==> src/rtl/anton_neopixel_bus_arbiter.sv <==
// Round-robin two-master arbiter for the NeoPixel controller byte bus. It can
// hold pixel-buffer writes until the strip's reset/latch window is open.
module anton_neopixel_bus_arbiter #(
    parameter int unsigned ADDR_BITS = 14
) (
    input  logic                 busClk,
    input  logic                 busReset,
    input  logic                 m0Req,
    input  logic                 m0Write,
    input  logic [ADDR_BITS-1:0] m0Addr,
    input  logic [7:0]           m0DataIn,
    output logic                 m0Ack,
    output logic [7:0]           m0DataOut,
    input  logic                 m1Req,
    input  logic                 m1Write,
    input  logic [ADDR_BITS-1:0] m1Addr,
    input  logic [7:0]           m1DataIn,
    output logic                 m1Ack,
    output logic [7:0]           m1DataOut,
    input  logic                 syncLockEn,
    input  logic                 pixelsSync,
    output logic [ADDR_BITS-1:0] busAddr,
    output logic [7:0]           busDataIn,
    output logic                 busWrite,
    output logic                 busRead,
    input  logic [7:0]           busDataOut,
    output logic [1:0]           grant
);
    localparam int unsigned MSB = ADDR_BITS - 1;

    typedef enum logic [1:0] {S_IDLE, S_ISSUE, S_WAIT, S_ACK} state_t;

    state_t                 state;
    state_t                 state_nxt;
    logic                   ptr;
    logic                   ptr_nxt;
    logic                   elig0;
    logic                   elig1;
    logic                   pick1;
    logic                   any_elig;
    logic [1:0]             grant_nxt;
    logic [ADDR_BITS-1:0]   addr_nxt;
    logic [7:0]             data_nxt;
    logic                   write_nxt;
    logic                   read_nxt;
    logic                   ack0_nxt;
    logic                   ack1_nxt;
    logic [7:0]             dout0_nxt;
    logic [7:0]             dout1_nxt;

    // A buffer write is held back while locking is on and the latch window is closed
    assign elig0    = m0Req & ~(m0Write & ~m0Addr[MSB] & syncLockEn & ~pixelsSync);
    assign elig1    = m1Req & ~(m1Write & ~m1Addr[MSB] & syncLockEn & ~pixelsSync);
    assign any_elig = elig0 | elig1;
    assign pick1    = elig1 & (~elig0 | ptr);

    always_ff @(posedge busClk) begin
        if (busReset) begin
            state <= S_IDLE;
        end else begin
            state <= state_nxt;
        end
    end

    always_comb begin
        state_nxt = state;
        case (state)
            S_IDLE:  if (any_elig) state_nxt = S_ISSUE;
            S_ISSUE: state_nxt = busWrite ? S_ACK : S_WAIT;
            S_WAIT:  state_nxt = S_ACK;
            S_ACK:   state_nxt = S_IDLE;
            default: state_nxt = S_IDLE;
        endcase
    end

    // Next values of the registered outputs; the bus address/data registers double as the transaction latch
    always_comb begin
        grant_nxt = grant;
        addr_nxt  = busAddr;
        data_nxt  = busDataIn;
        write_nxt = 1'b0;
        read_nxt  = 1'b0;
        ack0_nxt  = 1'b0;
        ack1_nxt  = 1'b0;
        dout0_nxt = m0DataOut;
        dout1_nxt = m1DataOut;
        ptr_nxt   = ptr;
        case (state)
            S_IDLE: begin
                if (any_elig) begin
                    grant_nxt = pick1 ? 2'b10 : 2'b01;
                    addr_nxt  = pick1 ? m1Addr : m0Addr;
                    data_nxt  = pick1 ? m1DataIn : m0DataIn;
                    write_nxt = pick1 ? m1Write : m0Write;
                    read_nxt  = pick1 ? ~m1Write : ~m0Write;
                end
            end
            S_ISSUE: begin
                ack0_nxt = busWrite & grant[0];
                ack1_nxt = busWrite & grant[1];
            end
            S_WAIT: begin
                ack0_nxt = grant[0];
                ack1_nxt = grant[1];
                if (grant[1]) begin
                    dout1_nxt = busDataOut;
                end else begin
                    dout0_nxt = busDataOut;
                end
            end
            S_ACK: begin
                grant_nxt = 2'b00;
                ptr_nxt   = ~grant[1];
            end
            default: grant_nxt = 2'b00;
        endcase
    end

    always_ff @(posedge busClk) begin
        if (busReset) begin
            grant     <= 2'b00;
            busAddr   <= '0;
            busDataIn <= 8'h00;
            busWrite  <= 1'b0;
            busRead   <= 1'b0;
            m0Ack     <= 1'b0;
            m1Ack     <= 1'b0;
            m0DataOut <= 8'h00;
            m1DataOut <= 8'h00;
            ptr       <= 1'b0;
        end else begin
            grant     <= grant_nxt;
            busAddr   <= addr_nxt;
            busDataIn <= data_nxt;
            busWrite  <= write_nxt;
            busRead   <= read_nxt;
            m0Ack     <= ack0_nxt;
            m1Ack     <= ack1_nxt;
            m0DataOut <= dout0_nxt;
            m1DataOut <= dout1_nxt;
            ptr       <= ptr_nxt;
        end
    end

endmodule

==> config.mk <==
export PLATFORM = sky130hd
export DESIGN_NAME = anton_neopixel_bus_arbiter
export DESIGN_NICKNAME = d
export VERILOG_FILES = /design/src/rtl/anton_neopixel_bus_arbiter.sv
export SDC_FILE = /design/constraint.sdc
export NUM_CORES = 1
export LEC_CHECK = 0
export CORE_MARGIN = 1.5
export CORE_UTILIZATION = 44
export DETAILED_ROUTE_END_ITERATION = 7
export PLACE_DENSITY = 0.83
export SLEW_MARGIN = 30
export SYNTH_ARGS = -nofsm -noshare
export SYNTH_HDL_FRONTEND = slang
export SYNTH_SLANG_ARGS = --single-unit
==> constraint.sdc <==
create_clock -name busClk -period 2.7 [get_ports busClk]
set_input_delay 0.405 -clock busClk [delete_from_list [all_inputs] [get_ports busClk]]
set_output_delay 0.405 -clock busClk [all_outputs]
set_load 0.01 [all_outputs]
* Word-level counts from Yosys, hierarchy flattened
Index checks and enable logic that the tools add are counted.
** Operators by class
- Equal/unequal tests :: 4
- Multiplexer cells :: 12
- Bitwise gates (word level) :: 24
- Reduce and logical (&&, ||, !) cells :: 7
** Operators by type and width (count)
- 2-to-1 mux 14 bit :: 1
- AND 1 bit :: 11
- inverter 1 bit :: 11
- 2-to-1 mux 8 bit :: 1
- case mux 2 bit (4 select lines) :: 1
- AND reduction 2 bit :: 4
- 2-to-1 mux 2 bit :: 3
- equality test 2 bit, second input constant :: 2
- case mux 1 bit (2 select lines) :: 2
- case mux 2 bit (2 select lines) :: 1
- 2-to-1 mux 1 bit :: 3
- OR reduction 3 bit :: 1
- equality test 2 x 1 -> 1 bit, second input constant :: 1
- logical NOT 2 bit :: 1
- != test 2 bit, second input constant :: 1
- bitwise OR 1 bit :: 2
- nonzero test 2 bit :: 1
** Word-level totals
- Bits in registers :: 47
- Bits of input ports :: 60

* Depth between registers and ports, before layout
- Depth after elaboration :: 12
- Mapped depth :: 8

* Worst setup path after synthesis
No wires, ideal clock.
- Path kind :: reg-to-reg
- Start point :: register state[1]
- End point :: register busAddr[13]
- Data arrival time :: 1.537 ns
- Slack :: 1.045 ns
- Cell stages (with the launch flop) :: 8
- Cells stage by stage :: dfxtp_1 -> inv_1 -> ha_1 -> and2_1 -> a32o_1 -> buf_6 -> buf_6 -> o221a_1
** Between the ends
- Word-level cells in the longest chain between the ends :: 2
** RTL lines
- start, declared :: RTL line 33 : state_t state;
- start signal, assigned :: RTL line 61 : state <= state_nxt;
- logical NOT 2 bit :: RTL line 88 : case (state)
- AND reduction 2 bit (no source line)
- end signal, assigned :: RTL line 133 : busAddr <= addr_nxt;
- end, declared :: RTL line 22 : output logic [ADDR_BITS-1:0] busAddr,
No other way between the ends.
A chain may end at the register's enable or synchronous reset.

* Final worst setup path
- Start point :: register grant[1]
- End point :: output port grant[1]
** RTL lines
- start, declared :: RTL line 27 : output logic [1:0] grant
- start signal, assigned :: RTL line 132 : grant <= grant_nxt;
No word-level cell between the ends.

==> impl_metrics.toml <==
[timing]
fmax_mhz = 505.8
fin_worst_skew_ps = 3.701
period_needed_ps = 1977
slew_headroom = 0.5373
drv_slew = 0
worst_pin_slew_ps = 694.1
rsz0062_at_grt = "no"
timing.final.crit_share = 0.7323
fin_tns_setup_ps = 0
hold_violations = 0
setup_viol = 0

[routing]
dr_total_vias = 2110
drtAntennaViolNets = 0
routed.top_layer = "met4"
route.detailed.drc = 0
wl_um = 5636
drt_iter0_drc = 71
vias_per_cell = 5.172
drt-pass1-iter-count = 4
dr_wl_met2_um = 2794
wl_per_cell_um = 13.81
wl_met1_um = 2304
wl_met3_um = 459

[critical_path]
reg2reg_slack_ps = 800
slowest_delay_ps = 640
arrival_ps = 1570
crit_family = "flip-flops"
worstPathMaxFanout = 16
crit_chain = "clkdlybuf4s50_1"
worstSetupPathType = "flop to output port"
critPathLaunch = "grant[1]"
cp.required_ps = 2300
r2r_end = "busDataIn[5]"
cp-end-kind = "output port"
slowest_stage = "dfxtp_1"
worst-path-buf-inv = 1
cp-start-kind = "flop"
reg2reg_depth = 7
worstReg2RegStart = "state[1]"

[finish]
num-fill-cells = 392
diodes = 0
multi_input_area_um2 = 1146
fin_cells = 408
final_nets = 406
syn_to_final_growth_pct = 50.82
fin_area_um2 = 3346
utilization = 0.6991
regArea_um2 = 940.9
drive_gt1_frac = 0.1173

[clock_network]
cts_made_buffers = 5
post_cts_resized = 0
cts.sinks = 47
holdBufCountCts = 0
clkTransAtPathRegs_ps = 80
cts_root_buf = "clkbuf_8"
worstSkewPairLatency_ps = 300
cts_tree = "built"
clk_path_buf_depth = 2
htreeDepth = 2
postCtsSetupBuffers = 0

[logic_synthesis]
syn_area_per_cell_um2 = 9.055
ys.flop_type = "dfxtp_1"
synth-seq-cells = 47
netlist_area_um2 = 2218
yosysWarnings = 0
synth-seq-area-share = 0.4241
ys_types = 33
synthArstFlopShare = 0
synth_edf_count = 0
synth_nets = 310
syn_inst = 245

[placed_design]
io_buffers = 103
dp_hpwl_um = 4241
place_area_um2 = 3258
place.gp.congestion = 0.8114
place_inst = 401

[die]
rows = 25
dieWidth_um = 74.01
die_h_um = 74.01
initial_core_util = 0.4635
io_pins = 104
die-area_um2 = 5477
coreArea_um2 = 4786

[hold_path]
hold_class = "flop to flop"
whs_path_depth = 2
whs_endpoint = "m1DataOut[7]"
hold_start = "m1DataOut[7]"

[pwr]
ir_drop_uv = 448.7
p_leak_uw = 0.001205
power_density_nw_per_um2 = 828.0

[status]
outcome = "finished, final reports clean"

[global_routing]
grt_max_degree = 41
grt_pass1_vias = 2022
grt_use_total = 0.2122
grt_pass1_wl_um = 9004
grt_overflow = 0
antenna_found_initial = 0

[run]
cap_violations = 0
## cell usage in the layout, fill, tap and decap left out, drive strengths merged, types with 3 or more instances in the layout
cell and instances:
buf 5, inv 5, dfxtp 47, a311oi 22, nand2 68, a21oi 17
clkdlybuf4s50 102, and2 3, nor2 25, nand3 11, nor3b 3, ha 5
clkbuf 6
## stage by stage
step | total power [µW] | hold WS (ps) | setup slack, ps
final | 2770 | 454.6 | 722.8
after global routing | 2948 | 469.9 | 621.9
after CTS | 2793 | 456.9 | 718.8
after detailed placement | 2363 | 445.3 | 452.5
after global placement | 2325 | 442.6 | 536.4
after floorplan | 1841 | 480.5 | 1045
## how the worst max path moves through the flow
| stage | end | slack, ps | cells past startpoint |
|---|---|---|---|
| 2_1_floorplan | busAddr[13] | 1040 | 7 |
| 3_3_place_gp | busDataIn[0] | 540 | 5 |
| 3_5_place_dp | busDataIn[5] | 450 | 5 |
| 4_1_cts | grant[1] | 720 | 1 |
| 5_1_grt | grant[1] | 620 | 1 |
| 6_report | grant[1] | 720 | 1 |
## flip-flops by register name (all words and copies together) (netlist names)
signal     cells
state          2
m0Ack          1
busRead        1
m0DataOut      8
grant          2
busWrite       1
m1Ack          1
ptr            1
m1DataOut      8
busDataIn      8
busAddr       14
## cell type report
| class | instances | share of cell area |
|---|---|---|
| flip-flops and latches | 47 | 0.2812 |
| repair buffers | 107 | 0.3194 |
| clock inverters | 1 | 0.001496 |
| inverters | 5 | 0.005610 |
| well taps | 67 | 0.02506 |
| multi-input cells | 175 | 0.3426 |
| clock buffers | 6 | 0.02468 |
## power by group
group / total (µW) / internal, µW / switching [µW]
registers: 1000 / 881 / 120
clock network: 423 / 201 / 222
logic: 1350 / 673 / 674
## routing by layer
| metal | up-vias | GRT usage |
|---|---|---|
| met4 | 0 | 0.07202 |
| met5 | - | 0 |
| li1 | 1048 | - |
| met2 | 78 | 0.3730 |
| met3 | 9 | 0.06911 |
| met1 | 975 | 0.2414 |
## synth_stat cells, types with 3 or more instances
cell / n / area (µm²)
a21oi_1: 17 / 85.08
a311oi_2: 21 / 315.3
and2_1: 3 / 18.77
buf_6: 5 / 56.30
clkbuf_1: 8 / 30.03
dfxtp_1: 47 / 940.9
ha_1: 5 / 62.56
inv_1: 5 / 18.77
nand2_1: 68 / 255.2
nand3_1: 11 / 55.05
nor2_1: 25 / 93.84
nor3b_1: 3 / 22.52
## cells by family after synthesis
kind of cell / after synthesis / share of synthesized area
AOI/OAI and AO/OA: 51 / 0.2408
muxes: 2 / 0.009025
buffers and inverters: 23 / 0.05978
DFF: 47 / 0.4241
adders and majority gates: 5 / 0.02820
and+or+nand+nor: 117 / 0.2380
Note: power is estimated with default switching activity, not from simulation.
